<file path="config.mk">
export PLATFORM = sky130hd
export DESIGN_NAME = pipelined_adder
export DESIGN_NICKNAME = d
export VERILOG_FILES = /design/src/rtl/adder_pkg.sv /design/src/rtl/pipelined_adder_rca_chunk.sv /design/src/rtl/pipelined_adder.sv
export SDC_FILE = /design/constraint.sdc
export NUM_CORES = 1
export LEC_CHECK = 0
export ABC_AREA = 1
export BUFFER_PORTS_ARGS = -buffer_cell sky130_fd_sc_hd__buf_4
export CELL_PAD_IN_SITES_DETAIL_PLACEMENT = 0
export CELL_PAD_IN_SITES_GLOBAL_PLACEMENT = 1
export CORE_ASPECT_RATIO = 0.6
export CORE_MARGIN = 4
export CORE_UTILIZATION = 46
export CTS_BUF_LIST = sky130_fd_sc_hd__clkbuf_16
export CTS_CLUSTER_SIZE = 14
export DETAILED_ROUTE_END_ITERATION = 8
export PLACE_DENSITY = 0.78
export SYNTH_ARGS = -nofsm -noshare
export SYNTH_HDL_FRONTEND = slang
export SYNTH_SLANG_ARGS = --single-unit
</file>
<file path="constraint.sdc">
create_clock -name clk -period 5.4 [get_ports clk]
set_input_delay 1.62 -clock clk [delete_from_list [all_inputs] [get_ports clk]]
set_output_delay 1.62 -clock clk [all_outputs]
set_load 0.01 [all_outputs]
</file>
<file path="src/rtl/adder_pkg.sv">
// Shared constants and elaboration helpers for the pipelined adder and the Dadda multiplier top.
// The stage record typedef lives in pipelined_adder, where its field widths are known.
package adder_pkg;

    localparam int DEFAULT_WIDTH  = 16;
    localparam int DEFAULT_STAGES = 4;

    function automatic int chunk_width(input int width, input int stages);
        return (stages > 0) ? width / stages : width;
    endfunction

    function automatic bit params_ok(input int width, input int stages);
        return (stages >= 1) && (stages <= width) && ((width % stages) == 0);
    endfunction

endpackage

</file>
<file path="src/rtl/pipelined_adder_rca_chunk.sv">
// Purely combinational WIDTH-bit ripple-carry adder built from full-adder cells.
// With PIPELINED_ADDER_OVF_EN defined it also exports the carry into its MSB.
module rca_chunk #(
    parameter int WIDTH = 4
) (
    input  logic [WIDTH-1:0] a,
    input  logic [WIDTH-1:0] b,
    input  logic             ci,
    output logic [WIDTH-1:0] s,
    output logic             co
`ifdef PIPELINED_ADDER_OVF_EN
    ,
    output logic             msb_ci
`endif
);

    logic [WIDTH:0] c;

    assign c[0] = ci;

    for (genvar i = 0; i < WIDTH; i++) begin : g_fa
        assign s[i]   = a[i] ^ b[i] ^ c[i];
        assign c[i+1] = (a[i] & b[i]) | (c[i] & (a[i] ^ b[i]));
    end

    assign co = c[WIDTH];
`ifdef PIPELINED_ADDER_OVF_EN
    assign msb_ci = c[WIDTH-1];
`endif

endmodule

</file>
<file path="src/rtl/pipelined_adder.sv">
// Pipelined carry-propagate adder: one WIDTH/STAGES-bit chunk resolved per stage, carry registered between.
// Optional signed-overflow output ovf enabled by defining PIPELINED_ADDER_OVF_EN.
module pipelined_adder
    import adder_pkg::*;
#(
    parameter int WIDTH  = DEFAULT_WIDTH,
    parameter int STAGES = DEFAULT_STAGES
) (
    input  logic             clk,
    input  logic             rst_n,
    input  logic             in_valid,
    output logic             in_ready,
    input  logic [WIDTH-1:0] a,
    input  logic [WIDTH-1:0] b,
    input  logic             ci,
    output logic             out_valid,
    input  logic             out_ready,
    output logic [WIDTH-1:0] sum,
    output logic             co
`ifdef PIPELINED_ADDER_OVF_EN
    ,
    output logic             ovf
`endif
);

    if (!params_ok(WIDTH, STAGES)) begin : g_bad_params
        $fatal(1, "pipelined_adder: WIDTH must be a multiple of STAGES and STAGES in 1..WIDTH");
    end

    localparam int C = chunk_width(WIDTH, STAGES);

    typedef struct packed {
        logic             valid;
        logic             carry;
`ifdef PIPELINED_ADDER_OVF_EN
        logic             msb_ci;
`endif
        logic [WIDTH-1:0] sum;
        logic [WIDTH-1:0] a;
        logic [WIDTH-1:0] b;
    } stage_t;

    stage_t         stage_q [STAGES];
    stage_t         stage_d [STAGES];
    logic [C-1:0]   op_a    [STAGES];
    logic [C-1:0]   op_b    [STAGES];
    logic [C-1:0]   chunk_s [STAGES];
    logic           chunk_ci[STAGES];
    logic           chunk_co[STAGES];
`ifdef PIPELINED_ADDER_OVF_EN
    logic           chunk_msb_ci[STAGES];
`endif
    logic           adv;

    // A stalled result at the output freezes every stage, so no bubble is ever squeezed out.
    assign adv      = !stage_q[STAGES-1].valid || out_ready;
    assign in_ready = adv;

    for (genvar k = 0; k < STAGES; k++) begin : g_stage
        rca_chunk #(.WIDTH(C)) u_rca (
            .a     (op_a[k]),
            .b     (op_b[k]),
            .ci    (chunk_ci[k]),
            .s     (chunk_s[k]),
            .co    (chunk_co[k])
`ifdef PIPELINED_ADDER_OVF_EN
            ,
            .msb_ci(chunk_msb_ci[k])
`endif
        );
    end

    always_comb begin
        // NOTE: every element gets a full default before any field is patched, so no latch is inferred.
        for (int k = 0; k < STAGES; k++) begin
            if (k == 0) begin
                op_a[k]           = a[C-1:0];
                op_b[k]           = b[C-1:0];
                chunk_ci[k]       = ci;
                stage_d[k]        = '0;
                stage_d[k].valid  = in_valid;
                stage_d[k].a      = a;
                stage_d[k].b      = b;
            end else begin
                op_a[k]           = stage_q[k-1].a[k*C +: C];
                op_b[k]           = stage_q[k-1].b[k*C +: C];
                chunk_ci[k]       = stage_q[k-1].carry;
                stage_d[k]        = stage_q[k-1];
            end
            stage_d[k].carry          = chunk_co[k];
            stage_d[k].sum[k*C +: C]  = chunk_s[k];
`ifdef PIPELINED_ADDER_OVF_EN
            // Only the last stage's value survives, and that is the carry into bit WIDTH-1.
            stage_d[k].msb_ci         = chunk_msb_ci[k];
`endif
        end
    end

    always_ff @(posedge clk) begin
        for (int k = 0; k < STAGES; k++) begin
            if (!rst_n) begin
                // NOTE: data registers are cleared too, so sum/co read 0 after reset rather than stale values.
                stage_q[k] <= '0;
            end else if (adv) begin
                // NOTE: non-blocking so every stage samples its predecessor's pre-edge value.
                stage_q[k] <= stage_d[k];
            end
        end
    end

    assign out_valid = stage_q[STAGES-1].valid;
    assign sum       = stage_q[STAGES-1].sum;
    assign co        = stage_q[STAGES-1].carry;
`ifdef PIPELINED_ADDER_OVF_EN
    assign ovf       = stage_q[STAGES-1].carry ^ stage_q[STAGES-1].msb_ci;
`endif

endmodule

</file>
==> metrics.txt, run 1 <==
initial core utilization=0.4837; I/O pins=between 50 and 60; DP Worst Slack=roughly 1700 ps; cell chain of the critical path=buf_4, inv_1, nand2_2, buf_4; worst vdd ir=0.1653 mV; most flop-heavy register=stage_q; Final Slew Violations=0; max-cap check violation count=0; clk buf depth=2; crit path time final=~3700 ps; Die Y-Extent=~82 um; GR Util met2=0.1983; fin crit share=0.6844; endpoints failing hold=0; latest clock arrival within the worst-skew pair=between 300 and 400 ps; Setup CP Type=in -> out; Least-Margin Pin Slew=1007 ps; Post-Layout Cell Count=508; Distinct cells, synth=10; max incr delay on CP=roughly 150 ps; Setup TNS=0 ps; Area Overhead vs Synth=17.54%; largest net degree at the start of global routing=80; Total Routing Usage GR=0.1091; Yosys reg bits=96; input/output buffers=55; TritonCTS Buffers=9; post-CTS resize count=0; share of cells above drive strength 1=0.2753; Worst path most repeated cell=buf_4; via/cell ratio=between 4 and 5; initial drt markers=slightly above 90; DR WL/cell=between 10 and 15 um; final worst slack=around 1700 ps; filler instances=~750; Final setup viols=0; Total Die Area=roughly 0.011 sq mm; register area share after synthesis=0.6861; GR peak layer=met2; CTS Root Cell=clkbuf_16; met1 Use GR=0.1159; die width=approximately 130 um; clock skew=about 4.3 ps; mapped cell area=roughly 0.0042 sq mm; number of global-route vias before repair=about 2100; met3 Resource Use GR=0.04162; crit path launch type=primary input; register area=approximately 0.0029 sq mm; CTS tree=built; Max Freq=270.6 MHz; PwrDens=between 300 and 400 mW/mm^2; Util after Layout=0.5686; HPWL after DPL=approximately 3300 um; RSZ-0062 raised after global routing=no; RD Place Congestion=0.7307; outcome=finished, final reports clean; WL final=~5200 um; Slew headroom=0.3288; setup bufs post-CTS=0; Final ANT Viol Nets=0; placed cell count=approximately 490; Syn Inst Count=approximately 330; GRT overflow=0; final hold slack=539.4 ps; DR DRC count=0; Multi-input gate area=815.8 sq um; max reg flops=96; CP Data Arrival Time=between 2000 and 2500 ps; DRT Pass-1 Iters=4; cts hold-fix bufs=0; Crit. End Element=primary output; synthesized area per cell=12.58 sq um; reg2reg setup slack=approximately 3100 ps; clk slew on worst S/H paths=approximately 60 ps; H-tree Lvls=3; Ant. Diodes=0; Final nets=roughly 450; Synthesis Warnings=0; Site Rows=26; initial antenna violation count=0; Clock Sinks=96; Leakage Power=about 2.2 nW; Max stage delay cell, worst path=buf_4; biggest regs=stage_q (96); global-route wire length before repair=roughly 9000 um; Core ar.=around 0.0087 sq mm; largest fanout on the critical path=2; HP Class=reg -> reg; critical path required time=~3800 ps; Post-Syn Nets=about 390; DR vias=roughly 2100
-- cells in the final DEF (no fill, tap or decap) --
| cell | instances |
|---|---|
| inv_1 | 117 |
| edfxtp_1 | 96 |
| buf_4 | 57 |
| nor2_1 | 56 |
| nor2_2 | 40 |
| fa_1 | 16 |
| clkbuf_16 | 9 |
| clkinv_1 | 2 |
| nand2_2 | 1 |
| nand2_4 | 1 |
| nand3_4 | 1 |
-- cell families after synthesis --
kind of cell / share of synthesized area
and+or+nand+nor: 0.1138
DFF: 0.6861
adders and majority gates: 0.07624
buffers and inverters: 0.1239
-- final timing paths --
check,start,end,depth (start not counted)
setup / recovery,out_ready,in_ready,4
setup reg to reg,stage_q[1][48]$_SDFFCE_PN0P_,stage_q[2][43]$_SDFFCE_PN0P_,8
hold reg to reg,stage_q[1][38]$_SDFFCE_PN0P_,stage_q[2][38]$_SDFFCE_PN0P_,2
hold / removal,stage_q[1][38]$_SDFFCE_PN0P_,stage_q[2][38]$_SDFFCE_PN0P_,2
-- area by class of cell --
class                           instances  share of cell area
Multi-Input combinational cell        115              0.1652
Clock buffer                            9             0.04560
Inverter                              113             0.08589
Clock inverter                          6            0.004560
Sequential cell                        96              0.5837
Tap cell                              112             0.02838
Timing Repair Buffer                   57             0.08665
-- where the power goes --
part / switching, mW / total, mW / internal [mW]
registers: 0.0146 / 0.890 / 0.875
logic: 0.0691 / 0.129 / 0.0596
clock network: 0.235 / 0.534 / 0.299
-- layer usage --
| metal | part of all wire | vias to the layer above | wire (um) |
|---|---|---|---|
| li1 | - | 1098 | - |
| met1 | 0.42 | 999 | 2213 |
| met2 | 0.51 | 35 | 2668 |
| met3 | 0.047 | 9 | 243 |
| met4 | 0.018 | 0 | 93 |
| met5 | 0 | - | 0 |
-- synth_stat cells --
cell	instances	area (sq um)
buf_2	5	25.02
buf_6	1	11.26
buf_8	4	60.06
edfxtp_1	96	2883
fa_1	16	320.3
inv_1	113	424.2
nand2_2	2	12.51
nand3_1	1	5.000
nor2_1	56	210.2
nor2_2	40	250.2
-- worst max-delay path: cells and delay by family --
kind	cells	cell delay, ps
and+or+nand+nor	1	90
buffers and inverters	3	360
-- through the flow --
step,total power [mW],cell area [sq um]
after floorplan,0.9933,4202
after global placement,1.033,4691
after detailed placement,1.038,4691
after CTS,1.579,4938
after global routing,1.627,4938
final,1.552,4938
Power figures use the tool's default switching activity.
==> run 2, diff against run 1 <==
ABC_AREA = 0   (was 1)
CORE_UTILIZATION = 43   (was 46)
PLACE_DENSITY = 0.74   (was 0.78)
clock period = 3.2 ns   (was 5.4 ns; I/O delays follow)
==> run 2 against run 1 <==
Worst hold slack got worse by 4.0 ps. Global-route usage rose by 1.3 points. Wire length grew 21%. Sequential cell count did not move. Non-clock buffer count increased by 2. Area after synthesis shrank 3.1%. Largest cell class unchanged. Largest power group unchanged. Highest routed layer unchanged.
==> metrics.txt, run 2 <==
PwrDens=552.1 mW/mm^2 (+76%); Die Y-Extent=83.39 um (+1.7%); DR DRC count=0 (unchanged); EDFF count, synth=96 (unchanged); Post-synth top cells=edfxtp_1 (96), and3_1 (84), inv_1 (28), fa_1 (16), nor3b_1 (12); clk slew on worst S/H paths=60 ps (about the same); WL final=6310 um (+21%); Distinct cells, synth=13 (+3); via/cell ratio=4.765 (+13%); GR Util met2=0.1814 (-0.01695); Clock Sinks=96 (unchanged); endpoints failing hold=0 (unchanged); Max Freq=around 380 MHz; HPWL after DPL=3724 um (+14%); Final ANT Viol Nets=0 (unchanged); initial drt markers=195 (+110%); GRT overflow=0 (unchanged); share of cells above drive strength 1=0.2428 (-0.03244); largest fanout on the critical path=1 (-1); DRT Pass-1 Iters=4 (unchanged); Comb power frac=0.063 (-0.020); post-CTS resize count=0 (unchanged); filler instances=796 (+6.6%); latest clock arrival within the worst-skew pair=340 ps (about the same); crit path time final=around 2600 ps; Post-Layout Cell Count=443 (-13%); H-tree Lvls=3 (unchanged); setup bufs post-CTS=0 (unchanged); number of global-route vias before repair=2207 (+5.3%); crit path launch type=primary input; fin crit share=0.8180; most flop-heavy register=stage_q; max-cap check violation count=0 (unchanged); critical path required time=3380 ps (-400 ps); die width=133.6 um (+1.7%); initial core utilization=0.4432 (-0.04050); most frequent cells in the layout=edfxtp_1 (96), and3_1 (84), buf_4 (58); Final Slew Violations=0 (unchanged); Leakage Power=2.275 nW (+3.1%); Final nets=362 (-19%); leading area contributor after synthesis=edfxtp_1; HP Class=reg -> reg; register area=0.002883 sq mm (unchanged); Setup CP Type=in -> reg; worst vdd ir=0.3185 mV (+93%); RSZ-0062 raised after global routing=no; initial antenna violation count=0 (unchanged); DR vias=2111 (-1.4%); Post-Syn Nets=312 (-19%); biggest regs=stage_q (96); count leader, synth=edfxtp_1; Area Overhead vs Synth=19.26%; largest cells by area after synthesis=edfxtp_1 (71%), and3_1 (13%), fa_1 (7.9%); register area share after synthesis=0.7078 (+0.02171); Total Routing Usage GR=0.1222 (+0.01316); max reg flops=96 (unchanged); Synthesis Warnings=0 (unchanged); Core ar.=0.009189 sq mm (+5.8%); P_sw=0.5260 mW (+65%); Crit. End Element=register; mapped cell area=0.004073 sq mm (-3.1%); Multi-input gate area=960.9 sq um (+18%); clock skew=6.668 ps (+2.382 ps); switch share=0.1962 (-0.008932); asr flop ratio synth=0 (unchanged); Util after Layout=0.5286 (-0.03997); Site Rows=27 (+3.8%); Least-Margin Pin Slew=657.2 ps (-349.5 ps); GR peak layer=met2; input/output buffers=55 (unchanged); Reg power frac=0.555 (-0.018); CP Data Arrival Time=2800 ps (+720 ps); synthesized area per cell=15.72 sq um (+25%); global-route wire length before repair=10560 um (+17%); I/O pins=56 (unchanged); met1 Use GR=0.1657 (+0.04984); met3 Resource Use GR=0.05206 (+0.01044); Syn Inst Count=259 (-22%); most common cell after layout, fill and taps aside=edfxtp_1; Synth top area share=0.7078 (+0.02171); Setup TNS=0 ps (unchanged); TritonCTS Buffers=9 (unchanged); cts hold-fix bufs=0 (unchanged); Yosys reg bits=96 (unchanged); placed cell count=428 (-13%); DR WL/cell=14.24 um (+39%); share of total power in the clock network=0.382 (+0.038); outcome=finished, final reports clean; Ant. Diodes=0 (unchanged); Power Internal=2.155 mW (+75%); Total Die Area=0.01114 sq mm (+3.4%); Final setup viols=0 (unchanged); largest net degree at the start of global routing=85 (+6.3%); clk buf depth=2 (unchanged); RD Place Congestion=0.7161 (-2.0%); Post-synth top flop=edfxtp_1; Slew headroom=0.5618 (+0.2330); CTS tree=built; CTS Root Cell=clkbuf_16
==> run 2: critical path, cell delays in order <==
cell and delay, ps:
buf_4 110, fa_1 410, inv_1 80, fa_1 170, inv_1 50, fa_1 350, inv_1 70, fa_1 400
nor3b_1 190
==> run 2: cells by family (layout without fill, tap and decap cells) <==
family,after synthesis,in the layout,synth area share
and+or+nand+nor,98,98,0.1555
buffers and inverters,49,103,0.05806
adders and majority gates,16,16,0.07865
DFF,96,96,0.7078
==> run 2: path summary, 6_finish.rpt <==
kind                            cells past startpoint  slack [ps]                    startpoint                      endpoint
worst min-delay path                                1         540  stage_q[1][12]$_SDFFCE_PN0P_  stage_q[2][12]$_SDFFCE_PN0P_
worst max register to register                      8         780  stage_q[2][48]$_SDFFCE_PN0P_  stage_q[3][47]$_SDFFCE_PN0P_
worst min register to register                      1         540  stage_q[1][12]$_SDFFCE_PN0P_  stage_q[2][12]$_SDFFCE_PN0P_
worst max-delay path                                9         580                          a[0]  stage_q[0][35]$_SDFFCE_PN0P_
==> run 2: per-stage QoR <==
step	power [mW]	worst slack [ps]	hold WS, ps	area, sq um
after CTS	2.714	582.4	538.4	4857
after global routing	2.802	460.5	560.0	4857
final	2.681	582.5	535.4	4857
after global placement	1.683	266.9	525.3	4571
after floorplan	1.609	239.6	520.3	4075
after detailed placement	1.688	234.9	526.4	4571
==> run 2: power groups by stage <==
stage / Sequential, mW / Clock (mW) / Combinational, mW
3_3_place_gp: 1.51 / 0 / 0.169
5_1_grt: 1.50 / 1.11 / 0.193
6_report: 1.49 / 1.02 / 0.170
3_5_place_dp: 1.52 / 0 / 0.172
2_1_floorplan: 1.52 / 0 / 0.0923
4_1_cts: 1.49 / 1.05 / 0.173
==> run 2: per-layer routing <==
metal  routed length, um  vias to the layer above  part of all wire
li1                    -                     1024                 -
met1                2978                     1027              0.47
met2                2836                       54              0.45
met3                 435                        6             0.069
met4                  60                        0            0.0095
met5                   0                        -                 0
==> run 2: cell type report <==
cell class,count,share of cell area
Clock buffer,9,0.04637
Multi-Input combinational cell,114,0.1978
Sequential cell,96,0.5935
Timing Repair Buffer,59,0.09377
Clock inverter,6,0.01262
Inverter,29,0.02241
Tap cell,130,0.03349
